$ cat config.mk
export PLATFORM = sky130hd
export DESIGN_NAME = b_uart_flat
export DESIGN_NICKNAME = d
export VERILOG_FILES = /design/src/rtl/b_uart_if.sv /design/src/rtl/b_uart.sv /design/src/flat_wrapper.sv
export SDC_FILE = /design/constraint.sdc
export NUM_CORES = 1
export LEC_CHECK = 0
export ABC_AREA = 1
export BUFFER_PORTS_ARGS = -buffer_cell sky130_fd_sc_hd__clkbuf_2
export CAP_MARGIN = 5
export CORE_MARGIN = 1.5
export CORE_UTILIZATION = 61
export DETAILED_ROUTE_END_ITERATION = 6
export GPL_TIMING_DRIVEN = 0
export PLACE_DENSITY = 0.8
export SYNTH_ARGS = -nofsm -noshare
export SYNTH_HDL_FRONTEND = slang
export SYNTH_SLANG_ARGS = --single-unit
$ cat constraint.sdc
create_clock -name clk -period 2.5 [get_ports clk]
set_clock_uncertainty 0.15 [all_clocks]
set_input_delay 0.25 -clock clk [delete_from_list [all_inputs] [get_ports clk]]
set_output_delay 0.25 -clock clk [all_outputs]
set_load 0.05 [all_outputs]
$ cat src/rtl/b_uart_if.sv
// rtl/b_uart_if.sv - parallel-side handshake bundle of the b_uart console UART
// The host drives wr/tx_data/rd; the UART returns busy/rx_data/valid.
interface b_uart_if;
   logic       wr;
   logic [7:0] tx_data;
   logic       busy;
   logic       rd;
   logic [7:0] rx_data;
   logic       valid;

   modport master (
      output wr, tx_data, rd,
      input  busy, rx_data, valid
   );

   modport slave (
      input  wr, tx_data, rd,
      output busy, rx_data, valid
   );
endinterface

$ cat src/rtl/b_uart.sv
// rtl/b_uart.sv - byte-wide 8N1 UART, independent TX and mid-bit sampling RX
// Optional BUART_LOOPBACK_EN feeds the registered tx back into the receiver.
module b_uart #(
   parameter int CLKS_PER_BIT = 104
) (
   input  logic     clk,
   input  logic     resetq,
   input  logic     rx,
   output logic     tx,
   b_uart_if.slave  bus
);

   typedef enum logic [1:0] {
      S_IDLE,
      S_START,
      S_DATA,
      S_STOP
   } state_t;

   localparam logic [15:0] BIT_LAST  = 16'(CLKS_PER_BIT - 1);
   localparam logic [15:0] HALF_LAST = 16'(CLKS_PER_BIT / 2 - 1);

   // ---------------- transmitter ----------------
   state_t      tx_state_q, tx_state_d;
   logic [15:0] tx_cnt_q, tx_cnt_d;
   logic [2:0]  tx_idx_q, tx_idx_d;
   logic [7:0]  tx_shift_q, tx_shift_d;
   logic        tx_q, tx_d;

   always_ff @(posedge clk or negedge resetq) begin
      if (!resetq) begin
         tx_state_q <= S_IDLE;
         tx_cnt_q   <= '0;
         tx_idx_q   <= '0;
         tx_shift_q <= '0;
         tx_q       <= 1'b1;
      end else begin
         tx_state_q <= tx_state_d;
         tx_cnt_q   <= tx_cnt_d;
         tx_idx_q   <= tx_idx_d;
         tx_shift_q <= tx_shift_d;
         tx_q       <= tx_d;
      end
   end

   always_comb begin
      tx_state_d = tx_state_q;
      tx_cnt_d   = tx_cnt_q;
      tx_idx_d   = tx_idx_q;
      tx_shift_d = tx_shift_q;
      tx_d       = tx_q;
      case (tx_state_q)
         S_IDLE: begin
            tx_d = 1'b1;
            if (bus.wr) begin
               tx_state_d = S_START;
               tx_shift_d = bus.tx_data;
               tx_cnt_d   = '0;
               tx_d       = 1'b0;
            end
         end
         S_START: begin
            if (tx_cnt_q == BIT_LAST) begin
               tx_state_d = S_DATA;
               tx_cnt_d   = '0;
               tx_idx_d   = '0;
               tx_d       = tx_shift_q[0];
               tx_shift_d = {1'b0, tx_shift_q[7:1]};
            end else begin
               tx_cnt_d = tx_cnt_q + 16'd1;
            end
         end
         S_DATA: begin
            if (tx_cnt_q == BIT_LAST) begin
               tx_cnt_d = '0;
               if (tx_idx_q == 3'd7) begin
                  tx_state_d = S_STOP;
                  tx_d       = 1'b1;
               end else begin
                  tx_idx_d   = tx_idx_q + 3'd1;
                  tx_d       = tx_shift_q[0];
                  tx_shift_d = {1'b0, tx_shift_q[7:1]};
               end
            end else begin
               tx_cnt_d = tx_cnt_q + 16'd1;
            end
         end
         S_STOP: begin
            if (tx_cnt_q == BIT_LAST) begin
               tx_state_d = S_IDLE;
               tx_cnt_d   = '0;
            end else begin
               tx_cnt_d = tx_cnt_q + 16'd1;
            end
         end
         default: tx_state_d = S_IDLE;
      endcase
   end

   assign tx       = tx_q;
   assign bus.busy = (tx_state_q != S_IDLE);

   // ---------------- receiver ----------------
   logic rx_in;
`ifdef BUART_LOOPBACK_EN
   assign rx_in = tx_q;
`else
   assign rx_in = rx;
`endif

   // rx_prev_q holds the previous synchronized level for start-edge detection
   logic rx_s1_q, rx_s2_q, rx_prev_q;

   always_ff @(posedge clk or negedge resetq) begin
      if (!resetq) begin
         rx_s1_q   <= 1'b1;
         rx_s2_q   <= 1'b1;
         rx_prev_q <= 1'b1;
      end else begin
         rx_s1_q   <= rx_in;
         rx_s2_q   <= rx_s1_q;
         rx_prev_q <= rx_s2_q;
      end
   end

   state_t      rx_state_q, rx_state_d;
   logic [15:0] rx_cnt_q, rx_cnt_d;
   logic [2:0]  rx_idx_q, rx_idx_d;
   logic [7:0]  rx_shift_q, rx_shift_d;
   logic [7:0]  rx_data_q, rx_data_d;
   logic        valid_q, valid_d;
   logic        rx_set;

   always_ff @(posedge clk or negedge resetq) begin
      if (!resetq) begin
         rx_state_q <= S_IDLE;
         rx_cnt_q   <= '0;
         rx_idx_q   <= '0;
         rx_shift_q <= '0;
         rx_data_q  <= '0;
         valid_q    <= 1'b0;
      end else begin
         rx_state_q <= rx_state_d;
         rx_cnt_q   <= rx_cnt_d;
         rx_idx_q   <= rx_idx_d;
         rx_shift_q <= rx_shift_d;
         rx_data_q  <= rx_data_d;
         valid_q    <= valid_d;
      end
   end

   always_comb begin
      rx_state_d = rx_state_q;
      rx_cnt_d   = rx_cnt_q;
      rx_idx_d   = rx_idx_q;
      rx_shift_d = rx_shift_q;
      rx_data_d  = rx_data_q;
      rx_set     = 1'b0;
      case (rx_state_q)
         S_IDLE: begin
            if (rx_prev_q && !rx_s2_q) begin
               rx_state_d = S_START;
               rx_cnt_d   = '0;
            end
         end
         S_START: begin
            if (rx_cnt_q == HALF_LAST) begin
               rx_cnt_d   = '0;
               rx_idx_d   = '0;
               rx_state_d = rx_s2_q ? S_IDLE : S_DATA;
            end else begin
               rx_cnt_d = rx_cnt_q + 16'd1;
            end
         end
         S_DATA: begin
            if (rx_cnt_q == BIT_LAST) begin
               rx_cnt_d   = '0;
               rx_shift_d = {rx_s2_q, rx_shift_q[7:1]};
               if (rx_idx_q == 3'd7) begin
                  rx_state_d = S_STOP;
               end else begin
                  rx_idx_d = rx_idx_q + 3'd1;
               end
            end else begin
               rx_cnt_d = rx_cnt_q + 16'd1;
            end
         end
         S_STOP: begin
            if (rx_cnt_q == BIT_LAST) begin
               rx_state_d = S_IDLE;
               rx_cnt_d   = '0;
               if (rx_s2_q) begin
                  rx_data_d = rx_shift_q;
                  rx_set    = 1'b1;
               end
            end else begin
               rx_cnt_d = rx_cnt_q + 16'd1;
            end
         end
         default: rx_state_d = S_IDLE;
      endcase
      // a new byte wins over a simultaneous acknowledge
      valid_d = rx_set | (valid_q & ~bus.rd);
   end

   assign bus.rx_data = rx_data_q;
   assign bus.valid   = valid_q;

endmodule

$ cat src/flat_wrapper.sv
// flat-port wrapper written by rule: the top's interface ports become plain ports
module b_uart_flat 
#(
   parameter int CLKS_PER_BIT = 104
)
  (clk, resetq, rx, tx, bus_wr, bus_tx_data, bus_rd, bus_busy, bus_rx_data, bus_valid);
  b_uart_if bus_i ();
  input  logic clk;
  input  logic resetq;
  input  logic rx;
  output logic tx;
  input wire logic [$bits(bus_i.wr)-1:0] bus_wr;
  input wire logic [$bits(bus_i.tx_data)-1:0] bus_tx_data;
  input wire logic [$bits(bus_i.rd)-1:0] bus_rd;
  output wire logic [$bits(bus_i.busy)-1:0] bus_busy;
  output wire logic [$bits(bus_i.rx_data)-1:0] bus_rx_data;
  output wire logic [$bits(bus_i.valid)-1:0] bus_valid;
  assign bus_i.wr = bus_wr;
  assign bus_i.tx_data = bus_tx_data;
  assign bus_i.rd = bus_rd;
  assign bus_busy = bus_i.busy;
  assign bus_rx_data = bus_i.rx_data;
  assign bus_valid = bus_i.valid;
  b_uart #(.CLKS_PER_BIT(CLKS_PER_BIT)) u_core (.clk(clk), .resetq(resetq), .rx(rx), .tx(tx), .bus(bus_i));
endmodule
* Word-level counts from Yosys, hierarchy flattened
Index checks and enable logic that the tools add are counted.
Widths: inputs -> output; s select.
** Storage, ports and cells
- Flip-flop bits (word level) :: 71
** Cells by class
- Add/subtract/negate cells :: 4
- Reductions and logical operators :: 18
- Equal/unequal tests :: 23
- Bitwise logic cells :: 3
- Muxes and demuxes :: 41
** Operators with widths (number)
- $mux 16 :: 5
- $pmux 16 s3 :: 1
- $add 16x1->16 const B :: 2
- $eq 16x7->1 const B :: 2
- $mux 8 :: 4
- $pmux 16 s2 :: 1
- $pmux 8 s3 :: 1
- $mux 2 :: 11
- $mux 3 :: 6
- $ne 2x1->1 const B :: 9
- $eq 16x6->1 const B :: 1
- $pmux 2 s4 :: 2
- $reduce_and 5->1 :: 3
- $pmux 3 s2 :: 2
- $eq 2x2->1 const B :: 4
- $reduce_and 4->1 :: 2
- $mux 1 :: 7
- $add 3x1->3 const B :: 2
- $eq 3x3->1 const B :: 2
- $ne 2x2->1 const B :: 3
- $reduce_and 3->1 :: 2
- $reduce_bool 2->1 :: 3
- $eq 2x1->1 const B :: 2
- $logic_not 2->1 :: 2
- other kinds (10) :: 10

* Logic depth before layout (Yosys ltp)
- Word-level depth :: 4
- Depth in mapped cells :: 11
- Depth with buffers taken out :: 11

* Worst setup path before layout
OpenSTA, ideal clock, no wires.
- Kind :: reg-to-reg
- Start :: register u_core.tx_state_q[0]
- End :: register u_core.tx_cnt_q[0]
- Library setup time :: 0.085 ns
- Clock period less this slack :: 2.018 ns
- Path buffers :: 1
- Data arrival time :: 1.784 ns
- Path slack :: 0.482 ns
- Cell stages (with the launch flop) :: 7
- Required time :: 2.265 ns
- Path through :: dfrtp_1 inv_1 ha_1 inv_1 clkbuf_1 nand2_1 o21ai_0
** Between the ends
- Word-level cells in the longest chain between the ends :: 3
** RTL lines
- start: declaration :: RTL line b_uart.sv:24 : state_t tx_state_q, tx_state_d;
- start signal: assignment :: RTL line b_uart.sv:38 : tx_state_q <= tx_state_d;
- $eq 2x1->1 / $eq 2x2->1 (equally long branches) :: RTL line b_uart.sv:52 : case (tx_state_q)
- $reduce_or 3->1 (no line)
- $pmux 16 s2 :: RTL line b_uart.sv:52
- end signal: assignment :: RTL line b_uart.sv:39 : tx_cnt_q <= tx_cnt_d;
- end: declaration :: RTL line b_uart.sv:25 : logic [15:0] tx_cnt_q, tx_cnt_d;
Parallel ways exist; a longest one is shown, timed or not.
A chain may end at the register's enable or synchronous reset.

* Final worst setup path
- Start :: register u_core.tx_state_q[0]
- End :: output bus_busy
** Between the ends
- Word-level cells in the longest chain between the ends :: 1
** RTL lines
- $reduce_bool 2->1 :: RTL line b_uart.sv:101 : assign bus.busy = (tx_state_q != S_IDLE);
- end: declaration :: RTL line flat_wrapper.sv:15 : output wire logic [$bits(bus_i.busy)-1:0] bus_busy;
No other way between the ends.

==> reports/metrics.yaml <==
synthesis:
  yosysTopAreaCell: "dfrtp_1"
  syn_nets: 505
  yosysWarnings: 0
  synth_top_cell_area_share_pct: 43.0
  synth.yosys.seq_area_share_pct: 45.7
  synth_area_per_cell_um2: 8.10
  synthTopCellsByArea: "dfrtp_1 43%, nand2_1 13%, inv_1 5.5%"
  synth-edff-count: 0
  synth_area_mm2: 0.00389
  yosysMostFrequentCell: "nand2_1"
  synth_commonest_cells: "130 x nand2_1, 67 x dfrtp_1, 57 x inv_1"
  synth.distinct_cells: 35
  ys_ff_latch: 71
  synth_flop_cell: "dfrtp_1"
  synthArstFlopShare_pct: 100
  syn-instance-count: 481
timing:
  hold_viol_final: 0
  finalCriticalPeriod_ns: 2.22
  setup_viol: 0
  rsz0062_at_grt: "false"
  finalCritPeriodShare_pct: 88.9
  fmax_mhz: 450
  relSlewSlack_pct: 65.1
  worstMarginPinSlew_ns: 0.520
  fin_tns_setup_ns: 0
  postLayoutSetupSlackWorst_ns: 0.278
  maxSlewViolCount: 0
placement:
  dp_hpwl_um: 5610
  place_area_mm2: 0.00413
  pre_cts_ws_ns: 0.399
  gp_congestion: 0.907
  numPortBuffers: 23
route:
  viasPerCell: 5.52
  remaining_drc_errors: 0
  routed_wl_um: 7910
  routedWlPerCell_um: 13.2
  drtPass1Iterations: 4
  drt_iter0_drc: 197
  vias: 3308
  detail-route-antenna-nets: 0
  wl_met1_um: 3630
  wl_met3_um: 277
  maxUsedRoutingLayer: "met4"
  met2_length_um: 3890
cells_and_area:
  drive_above_1_share_pct: 17.0
  diodes: 0
  design_area_mm2: 0.00434
  fin_nets: 543
  areaGrowthSynthToFinish_pct: 11.4
die:
  die_w_um: 82.9
  row_count: 28
  dieArea_mm2: 0.00687
  core_area_mm2: 0.00603
  fp.dieH_um: 82.9
  ios: 24
  initial_utilization_pct: 64.6
min_path:
  hold_end: "u_core.tx"
  hold_path_startpoint: "bus_wr"
  hp-class: "input pin to flop"
  holdPathStages: 3
critical_path:
  cpMaxStageDelayCell: "dfrtp_1"
  required_ns: 2.10
  timing.rr.start: "u_core.tx_state_q[0]"
  critical_path.max_stage_delay_ns: 0.43
  rr_worst_depth: 7
  r2r-end: "u_core.tx_cnt_q[11]"
  crit_path_end_kind: "primary output"
  arrival_ns: 1.82
  cp_max_fo: 10
  crit_type: "flop to primary output"
  path_cells: "inv_1, ha_1, inv_1, clkbuf_2, clkbuf_2"
  rrSetupSlack_ns: 0.36
  cp-start-kind: "flop"
global_routing:
  grt_antenna_before_repair: 0
  gr-total-overflow: 0
  grt_first_pass_wirelength_um: 14000
  grt_max_degree: 37
  first_global_vias: 3310
  grt_use_total_pct: 24.4
clock_tree:
  root_buffer: "clkbuf_8"
  htreeDepth: 3
  numCtsBuffers: 9
  clock_path_buffers: 2
  clock_sinks: 71
  clkTransAtPathRegs_ns: 0.09
  insertion_delay_ns: 0.36
  cts_tree: "yes"
job:
  maxCapViolCount: 0
power:
  combinationalPowerShare_pct: 39.4
  switching_power_mw: 1.64
  clkPwrFrac_pct: 22.6
  intPower_mw: 2.25
  seq_power_share_pct: 38.0
  power_density_mw_per_mm2: 896
  ir_drop_mv: 0.866
  total_power_mw: 3.89
  switching_share_pct: 42.1
  total_leakage_power_nw: 2.09
status:
  status: "complete, no violations"
power by group through the flow:
stage / Sequential, mW / Combinational [mW] / Clock [mW]
floorplan: 1.49 / 1.16 / 0
global placement: 1.49 / 1.46 / 0
detailed placement: 1.49 / 1.53 / 0
CTS: 1.48 / 1.54 / 0.900
global route: 1.50 / 1.73 / 0.944
finish: 1.48 / 1.53 / 0.880
cells by family after synthesis:
| logic type | synth area share [%] |
|---|---|
| AOI/OAI and AO/OA | 10.1 |
| xor gates and xnor gates | 2.25 |
| DFF | 45.7 |
| adders and majority gates | 3.53 |
| and+or+nand+nor | 28.3 |
| buffers and inverters | 8.03 |
| muxes | 2.02 |
cells in the final DEF, fill, tap and decap left out, drive strengths merged, types with 2 or more instances in the layout:
cell type    count
a21oi            6
buf              8
clkbuf          36
clkinvlp         2
dfrtp           67
dfstp            4
dlygate4sd3      3
ha              11
inv             66
mux2             7
nand2          135
nand3           41
nand4           22
nor2            37
nor3             9
o21ai           48
o22ai            6
xor2            10
cell type report:
cell class              count  area (um^2)
plain buffers              11         76.3
clock buffers               9          124
clock inverters             7         58.8
fillers                   507         1690
inverters                  62          238
multi-input cells         337         1800
flip-flops and latches     71         1780
well taps                  75         93.8
repair buffers             27          168
per-layer routing:
metal	GRT usage [%]	vias up
met4	9.55	0
li1	-	1645
met5	0	-
met1	30.2	1592
met3	4.67	11
met2	42.3	60
worst max-delay path, delay by kind of cell (launching register included):
kind / cells / cell delay [ns]
buffers and inverters: 4 / 0.77
flip-flops: 1 / 0.43
adder cells (fa/ha/maj): 1 / 0.27
flip-flops by register name (all words and copies together) (netlist names), 2 cells and up, named ones only:
register	count
u_core.tx_idx_q	3
u_core.tx_state_q	2
u_core.bus.rx_data	8
u_core.tx_shift_q	8
u_core.tx_cnt_q	16
u_core.rx_shift_q	8
u_core.rx_cnt_q	16
u_core.rx_idx_q	3
worst max path at each step:
stage,cells past startpoint,from,to
4_1_cts,5,u_core.tx_state_q[0],bus_busy
3_3_place_gp,7,u_core.tx_state_q[0],u_core.tx_shift_q[5]
2_1_floorplan,6,u_core.tx_state_q[0],u_core.tx_cnt_q[0]
3_5_place_dp,7,u_core.tx_state_q[0],u_core.tx_shift_q[6]
5_1_grt,5,u_core.tx_state_q[0],bus_busy
6_report,5,u_core.tx_state_q[0],bus_busy
repair_timing:
item	4_1_cts	5_1_grt
gates resized for setup	0	2
hold endpoints to repair	37	0
hold buffers	3	0
setup endpoints to repair	0	1
buffers inserted	0	0
per-stage QoR:
stage,instances,hold slack [ns],util [%]
floorplan,481,-0.196,-
global placement,579,0.197,68.1
detailed placement,580,0.130,68.5
CTS,599,0.0316,72.0
global route,599,0.0445,72.0
finish,599,0.0371,72.0
Power figures use the tool's default switching activity.
